--- src/rtl/wifi_tx_pkg.sv ---
// Shared constants and types for the 802.11a/g transmit chain.
// Holds the QPSK symbol geometry, the read FSM encoding and the output pair record.
package wifi_tx_pkg;

  localparam int WIFI_N_CBPS_QPSK = 96;
  localparam int WIFI_N_BPSC_QPSK = 2;

  typedef enum logic {
    ST_IDLE = 1'b0,
    ST_READ = 1'b1
  } rd_state_t;

  typedef struct packed {
    logic       valid;
    logic       sym_start;
    logic [1:0] data;
  } pair_out_t;

endpackage

--- src/rtl/wifi_tx_intlv_perm.sv ---
// First interleaver permutation k -> j = (N_CBPS/16)*(k mod 16) + floor(k/16).
// The second permutation is identity for s=1; higher-order builds would add it here.
module wifi_tx_intlv_perm
  import wifi_tx_pkg::*;
#(
  parameter int N_CBPS = WIFI_N_CBPS_QPSK,
  parameter int ADDR_W = 7
) (
  input  logic [ADDR_W-1:0] k,
  input  logic              bypass,
  output logic [ADDR_W-1:0] j
);

  localparam int COLS = N_CBPS / 16;

  always_comb begin
    j = k;
    if (!bypass) j = ADDR_W'(COLS * int'(k[3:0]) + int'(k[ADDR_W-1:4]));
  end

endmodule

--- src/rtl/wifi_tx_interleaver_qpsk.sv ---
// QPSK block interleaver: ping-pong banks, one coded bit in per cycle, one permuted pair out per cycle.
// Optional per-symbol bypass port under WIFI_TX_INTLV_BYPASS_EN.
module wifi_tx_interleaver_qpsk
  import wifi_tx_pkg::*;
#(
  parameter int N_CBPS = WIFI_N_CBPS_QPSK,
  parameter int ADDR_W = 7
) (
  input  logic       clk,
  input  logic       reset,
  input  logic       valid_in,
  input  logic       data_in,
  output logic       valid_out,
  output logic [1:0] data_out,
  output logic       sym_start_out
`ifdef WIFI_TX_INTLV_BYPASS_EN
  ,
  input  logic       bypass
`endif
);

  localparam int NPAIR = N_CBPS / WIFI_N_BPSC_QPSK;
  localparam int RD_W  = ADDR_W - 1;

  logic [ADDR_W-1:0] wr_cnt;
  logic [ADDR_W-1:0] wr_addr;
  logic              wr_bank;
  logic              wr_last;
  logic              wr_wrap;
  logic              byp_eff;

  logic [N_CBPS-1:0] bank [2];

  rd_state_t         state_q, state_n;
  logic [RD_W-1:0]   rd_cnt_q, rd_cnt_n;
  logic              rd_bank_q, rd_bank_n;
  logic              rd_last;
  pair_out_t         out_q, out_n;

  assign wr_last = (wr_cnt == ADDR_W'(N_CBPS - 1));
  assign wr_wrap = valid_in && wr_last;

  always_ff @(posedge clk) begin
    if (reset) begin
      wr_cnt  <= '0;
      wr_bank <= 1'b0;
    end else if (valid_in) begin
      if (wr_last) begin
        wr_cnt  <= '0;
        wr_bank <= ~wr_bank;
      end else begin
        wr_cnt  <= wr_cnt + 1'b1;
      end
    end
  end

`ifdef WIFI_TX_INTLV_BYPASS_EN
  // Bypass is captured with bit 0 and held for the rest of the symbol.
  logic byp_sym;
  always_ff @(posedge clk) begin
    if (reset)                          byp_sym <= 1'b0;
    else if (valid_in && wr_cnt == '0)  byp_sym <= bypass;
  end
  assign byp_eff = (wr_cnt == '0) ? bypass : byp_sym;
`else
  assign byp_eff = 1'b0;
`endif

  wifi_tx_intlv_perm #(
    .N_CBPS (N_CBPS),
    .ADDR_W (ADDR_W)
  ) u_perm (
    .k      (wr_cnt),
    .bypass (byp_eff),
    .j      (wr_addr)
  );

  // Bank contents need no reset; every location is rewritten before it is read.
  always_ff @(posedge clk) begin
    if (valid_in) bank[wr_bank][wr_addr] <= data_in;
  end

  assign rd_last = (rd_cnt_q == RD_W'(NPAIR - 1));

  always_ff @(posedge clk) begin
    if (reset) begin
      state_q   <= ST_IDLE;
      rd_cnt_q  <= '0;
      rd_bank_q <= 1'b0;
    end else begin
      state_q   <= state_n;
      rd_cnt_q  <= rd_cnt_n;
      rd_bank_q <= rd_bank_n;
    end
  end

  // Output regs load the pair addressed by the next-state counter, so pair 0 appears
  // the cycle after the edge that writes the last bit. Pair 0 never holds bit N_CBPS-1.
  always_comb begin
    state_n   = state_q;
    rd_cnt_n  = rd_cnt_q;
    rd_bank_n = rd_bank_q;
    out_n     = '0;
    case (state_q)
      ST_IDLE: ;
      ST_READ: begin
        if (rd_last) state_n  = ST_IDLE;
        else         rd_cnt_n = rd_cnt_q + 1'b1;
      end
    endcase
    if (wr_wrap) begin
      state_n   = ST_READ;
      rd_cnt_n  = '0;
      rd_bank_n = wr_bank;
    end
    if (state_n == ST_READ) begin
      out_n.valid     = 1'b1;
      out_n.sym_start = (rd_cnt_n == '0);
      out_n.data      = {bank[rd_bank_n][{rd_cnt_n, 1'b0}], bank[rd_bank_n][{rd_cnt_n, 1'b1}]};
    end
  end

  always_ff @(posedge clk) begin
    if (reset) out_q <= '0;
    else       out_q <= out_n;
  end

  assign valid_out     = out_q.valid;
  assign sym_start_out = out_q.sym_start;
  assign data_out      = out_q.data;

  // A new symbol may only complete while idle or on the final pair of the current read.
  a_no_overrun: assert property (@(posedge clk) disable iff (reset)
    !(wr_wrap && state_q == ST_READ && !rd_last));

endmodule

--- config.mk ---
export PLATFORM = sky130hd
export DESIGN_NAME = wifi_tx_interleaver_qpsk
export DESIGN_NICKNAME = d
export VERILOG_FILES = /design/src/rtl/wifi_tx_pkg.sv /design/src/rtl/wifi_tx_intlv_perm.sv /design/src/rtl/wifi_tx_interleaver_qpsk.sv
export SDC_FILE = /design/constraint.sdc
export NUM_CORES = 1
export LEC_CHECK = 0
export CAP_MARGIN = 20
export CELL_PAD_IN_SITES_DETAIL_PLACEMENT = 2
export CELL_PAD_IN_SITES_GLOBAL_PLACEMENT = 2
export CORE_ASPECT_RATIO = 1.5
export CORE_UTILIZATION = 34
export DETAILED_ROUTE_END_ITERATION = 7
export PLACE_DENSITY_LB_ADDON = 0.1
export SLEW_MARGIN = 15
export SYNTH_ARGS = -nofsm -noshare
export SYNTH_HDL_FRONTEND = slang
export SYNTH_SLANG_ARGS = --single-unit
--- constraint.sdc ---
create_clock -name clk -period 3.7 [get_ports clk]
set_input_delay 0.37 -clock clk [delete_from_list [all_inputs] [get_ports clk]]
set_output_delay 0.37 -clock clk [all_outputs]
set_load 0.01 [all_outputs]
# Yosys cells after proc, flatten, opt, wreduce, memory -nomap -nowiden
# Memories as Yosys holds them, arrays and structs flattened.
# Cells that the tools add are included.
# word_totals
elab_cells	43
latchBits	0
n_memories	1
register_bits	20
input_bits	4
rom_bits	0
output_inout_bits	4
mem_bits_rw	192
# classes
n_bitwise	2
addsub	3
mux	17
eq_ne	2
order_cmp	4
n_div	0
n_shift	0
n_mul	1
reduce_logical	5
# memory_table
name	words	width	read_ports	rd_clocked_by_memory_dff	wr	line_no	text
bank	2	96	1	0	1	wifi_tx_interleaver_qpsk.sv:32	logic [N_CBPS-1:0] bank [2];
# ops
op	n
$mux W96	1
$lt A7 B8 Y1 const B	3
$mux W6	3
$bmux W1 S6	2
$mux W1	8
$add A7 B1 Y7 const B	1
$add A7 B4 Y7	1
$demux W1 S7	1
$eq A7 B7 Y1 const B	1
$ge A7 B1 Y1 const B	1
$mux W7	1
$add A6 B1 Y6 const B	1
$eq A6 B6 Y1 const B	1
$logic_not A6 Y1	1
$mul A2 B4 Y6 const A	1
$mux W4	1
$logic_and A1 B1 Y1	2
$not A1 Y1	2
$reduce_and A2 Y1	1
$reduce_or A2 Y1	1

# Logic depth before layout (Yosys ltp)
# logic_depth
ltp_word	7
depth_mapped	13
depth_no_buf	9

# By module
# A second synthesis with hierarchy kept.
# unflattened
hier_cells	874
area_unflattened_um2	10020.9
# by_module_without_submodules
module	cells_each	n_inst	area_each_um2	seq_area_each_um2
wifi_tx_interleaver_qpsk	838	1	9679.3	6145.9
wifi_tx_intlv_perm	36	1	341.6	0.0

# Least setup slack after synthesis
# OpenSTA, ideal clock, no wires.
# synth_path
path_kind	flip-flop to flip-flop
from	register wr_cnt[0]
to	memory bank[0][30] in the netlist's numbering (enable)
arrival_ps	2475
path_buffers	1
setup_ps	300
slack_ps	925
required_ps	3400
stages_incl_launch_ff	10
period_less_slack_ps	2775
cell_sequence	dfxtp_1 -> ha_1 -> fa_1 -> nand2_1 -> o41a_1 -> a32oi_1 -> and2_1 -> nand2_1 -> clkbuf_1 -> nor2_1
# synth_between
elab_chain_cells	7
word_cells_on_any_way	8
cone_classes	add/sub: 1; mul: 1; order compare: 2; mux: 3; reduce/logical: 1
# synth_lines
element	line_no	text
from (decl)	wifi_tx_interleaver_qpsk.sv:25	logic [ADDR_W-1:0] wr_cnt;
from (signal assigned)	wifi_tx_interleaver_qpsk.sv:52	wr_cnt <= wr_cnt + 1'b1;
$mul A2 B4 Y6 (*)	wifi_tx_intlv_perm.sv:18	if (!bypass) j = ADDR_W'(COLS * int'(k[3:0]) + int'(k[ADDR_W-1:4]));
$add A7 B4 Y7 (*)	wifi_tx_intlv_perm.sv:18	
$lt A7 B8 Y1 (not written as such) / $ge A7 B1 Y1 (equally long branches)	wifi_tx_interleaver_qpsk.sv:80	if (valid_in) bank[wr_bank][wr_addr] <= data_in;
$logic_and A1 B1 Y1 (not written as such)	wifi_tx_interleaver_qpsk.sv:80	
$mux W1 (not written as such)	wifi_tx_interleaver_qpsk.sv:80	
$demux W1 S7 (*)	wifi_tx_interleaver_qpsk.sv:80	
$mux W96 (not written as such) (*)	wifi_tx_interleaver_qpsk.sv:80	
to (decl)	wifi_tx_interleaver_qpsk.sv:32	
# Mark *: on every way between the ends. The rest lies on a longest branch, timed or not.

# Worst setup path after layout
# layout_path
from	register rd_cnt_q[0]
to	register out_q, in the netlist data_out[0]
# layout_between
elab_chain_cells	6
word_cells_on_any_way	12
cone_classes	add/sub: 1; eq/ne: 1; mux: 8; bitwise: 1; reduce/logical: 1
# layout_lines
element	line_no	text
from (decl)	wifi_tx_interleaver_qpsk.sv:35	logic [RD_W-1:0] rd_cnt_q, rd_cnt_n;
from (signal assigned)	wifi_tx_interleaver_qpsk.sv:92	rd_cnt_q <= rd_cnt_n;
$add A6 B1 Y6 / $eq A6 B6 Y1 (equally long branches)	wifi_tx_interleaver_qpsk.sv:108, wifi_tx_interleaver_qpsk.sv:83	
$mux W6 / $mux W1 (equally long branches)	wifi_tx_interleaver_qpsk.sv:107	if (rd_last) state_n = ST_IDLE;
$mux W6 / $mux W1 (equally long branches)	wifi_tx_interleaver_qpsk.sv:104	case (state_q)
$mux W6 / $mux W1 (equally long branches)	wifi_tx_interleaver_qpsk.sv:111	if (wr_wrap) begin
$bmux W1 S6 / $not A1 Y1 (equally long branches)	--	
$mux W1 (not written as such) / $reduce_or A2 Y1 (equally long branches)	--	
to (signal assigned)	wifi_tx_interleaver_qpsk.sv:125	else out_q <= out_n;
to (decl)	wifi_tx_interleaver_qpsk.sv:38	pair_out_t out_q, out_n;
# Parallel ways exist; a longest one is shown, timed or not. The select of a mux whose other input is x is not followed.
# A chain may end at the register's enable or synchronous reset.

==> impl_metrics.tcl <==
set metrics [dict create \
    yosys-top-cells-count "nor2_1 (223), edfxtp_1 (192), nand2_1 (115)" \
    ys_seq_area_share_pct 62.1 \
    final_nets 927 \
    finClkSkew_ns 0.0170 \
    die_area_um2 29800 \
    ant_nets 0 \
    rsz0062_at_grt "no" \
    grt_pass1_wl_um 50300 \
    htreeDepth 1 \
    n_antenna_cell 0 \
    drive_above_1_share_pct 9.69 \
    synthArstFlopShare_pct 0 \
    firstDrtPassIters 5 \
    cp_max_fo 9 \
    grt_pass1_vias 7901 \
    post-route-period-util_pct 91.7 \
    worstPathRequired_ns 4.13 \
    drv_slew 0 \
    ctsResizeCount 0 \
    final_util_pct 39.0 \
    r2r_start "rd_cnt_q[0]" \
    cts_root_buf "clkbuf_16" \
    die_w_um 141 \
    p_leak_nw 3.54 \
    ys.warnings.count 0 \
    hold_viol_final 0 \
    drt_iter0_markers 425 \
    clk_latency_ns 0.54 \
    ir_drop_mv 0.316 \
    synth_edf_count 192 \
    final_cells 1319 \
    synth_nets 925 \
    grt_max_degree 107 \
    clockBufferDepth 3 \
    clock_sinks 211 \
    vias 7177 \
    vias_per_cell 5.44 \
    avgRoutedWirePerCell_um 25.6 \
    finalCriticalPeriod_ns 3.39 \
    clkPwrFrac_pct 45.1 \
    p_sw_share_pct 22.2 \
    synthDistinctLibCells 64 \
    p_int_mw 3.91 \
    yosysTopAreaCellShare_pct 58.2 \
    post_cts_buffers 0 \
    syn_to_final_growth_pct 13.2 \
    path_clk_slew_ns 0.06 \
    wl_um 33700 \
    rows 76 \
    crit_start "rd_cnt_q[0]" \
    fillCellCount 3082 \
    end_kind "flip-flop" \
    cpMaxStageDelayCell "dfxtp_1" \
    power.density_nw_per_um2 448 \
    netSwitchingPower_mw 1.12 \
    synth_seq_cells 211 \
    setup_viol 0 \
    cts_made_buffers 23 \
    status "finished, final reports clean" \
    place.port_buffers 7 \
    die_h_um 211 \
    synthTopCellsByArea "edfxtp_1 (58%), nor2_1 (8.5%), nand2_1 (4.4%), dfxtp_1 (3.8%), a211oi_1 (2.0%)" \
    min_from "data_in" \
    grt_util_all_layers_pct 23.4 \
    syn-cell-area_um2 9900 \
    pwr-share-comb_pct 3.0 \
    grt_overflow 0 \
    cts_tree "done" \
    initial_core_util_pct 34.5 \
    antenna_found_initial 0 \
    syn_avg_cell_area_um2 10.9 \
    globalplace.congestion 0.838 \
    holdBufCountCts 0 \
    cp_top_family "compound AO/OA/AOI/OAI gates" \
    core_um2 28700 \
    max_slew.worst_pin.slew_ns 1.02 \
    timing_worst_setup_path_type "reg2reg" \
    crit_path_max_incr_delay_ns 0.48 \
    drc 0 \
    placed_cells 1278 \
    synth-main-ff-cell "edfxtp_1" \
    hold_path.class "in2reg" \
    fin_tns_setup_ns 0 \
    path_cells "ha_1 -> and4b_4 -> a21oi_1 -> a21oi_1 -> buf_4 -> nand2b_1 -> a211oi_1 -> or4_1 -> o311ai_0 -> o2bb2ai_1" \
    drv_cap 0 \
    synth_most_common_cell "nor2_1" \
    multi_input_area_um2 3430 \
    hpwl_um 21800 \
    cp-start-kind "flip-flop" \
    synth_cells 911 \
    seqPwrFrac_pct 51.9 \
    relSlewSlack_pct 31.8 \
    final-seq-area_um2 6150 \
    path_common_cell "a21oi_1" \
    synth_area_leader_cell "edfxtp_1" \
    crit_buf_inv 1 \
    worstPathArrival_ns 3.82 \
    fmax_mhz 295 \
    ios 8 \
]
-- cell usage in the layout (no fill, tap or decap), drive strengths merged, types with 10 or more instances in the layout --
master / n
nor2: 223
nand3: 21
dfxtp: 19
inv: 10
a21oi: 38
and3: 20
nor2b: 13
and2: 10
a311oi: 11
o21ai: 18
edfxtp: 192
xnor2: 10
buf: 36
mux2i: 15
a221oi: 12
clkinv: 12
nand2: 116
a211oi: 28
clkbuf: 24
-- cell families (layout without fill, tap and decap cells) --
kind of cell               after synthesis  count (layout)  share of synthesized area (%)
buffers and inverters                   73              91                           3.40
xor gates and xnor gates                15              15                           1.33
muxes                                   24              24                           2.54
and+or+nand+nor                        430             430                           18.6
AOI/OAI and AO/OA                      148             148                           10.6
DFF                                    211             211                           62.1
adders and majority gates               10              10                           1.42
-- worst reg2reg max path, cell delays in order, from the launching register on --
cell       delay [ns]
dfxtp_1          0.48
ha_1             0.30
and4b_4          0.32
a21oi_1          0.12
a21oi_1          0.49
buf_4            0.32
nand2b_1         0.15
a211oi_1         0.42
or4_1            0.18
o311ai_0         0.17
o2bb2ai_1        0.36
-- power groups by stage --
stage | sequential [mW] | combinational [mW] | clock (mW)
after floorplan | 2.66 | 0.0698 | 0
after global placement | 2.66 | 0.147 | 0
after detailed placement | 2.66 | 0.154 | 0
after CTS | 2.61 | 0.155 | 2.31
after global routing | 2.61 | 0.165 | 2.40
final | 2.61 | 0.153 | 2.26
-- registers in the layout, indices dropped and copies added, names as in the netlist --
signal,count
bank,192
data_out,2
rd_bank_q,1
rd_cnt_q,6
state_q,1
sym_start_out,1
wr_bank,1
wr_cnt,7
-- stage by stage --
step	cell area [um2]	power (mW)	setup WS [ns]	hold slack, ns
2_1_floorplan	9900	2.73	0.925	0.469
3_3_place_gp	10500	2.80	0.235	0.567
3_5_place_dp	10500	2.81	0.201	0.579
4_1_cts	11200	5.07	0.240	0.478
5_1_grt	11200	5.17	0.0422	0.495
6_report	11200	5.02	0.307	0.462
-- path summary, 6_finish.rpt --
path	endpoint	slack (ns)	cells past startpoint
setup / recovery	data_out[0]	0.31	10
hold / removal	bank[1][75]	0.46	1
setup reg to reg	data_out[0]	0.31	10
hold reg to reg	wr_cnt[1]	0.59	2
-- final cells by class --
type / instances / area share (%)
flip-flops and latches: 211 / 54.9
repair buffers: 42 / 3.51
inverters: 8 / 0.268
clock inverters: 17 / 1.21
multi-input cells: 627 / 30.6
clock buffers: 24 / 5.17
well taps: 390 / 4.35
-- layer usage --
metal / up-vias / global-route usage, % / part of all wire, % / wire [um]
met5: - / 0 / 0 / 0
met4: 0 / 6.78 / 2.3 / 764
met3: 40 / 2.65 / 3.4 / 1160
met2: 103 / 44.9 / 55 / 18500
met1: 3772 / 26.9 / 39 / 13300
li1: 3262 / - / - / -
No activity file was read; power rests on OpenSTA's default activity.
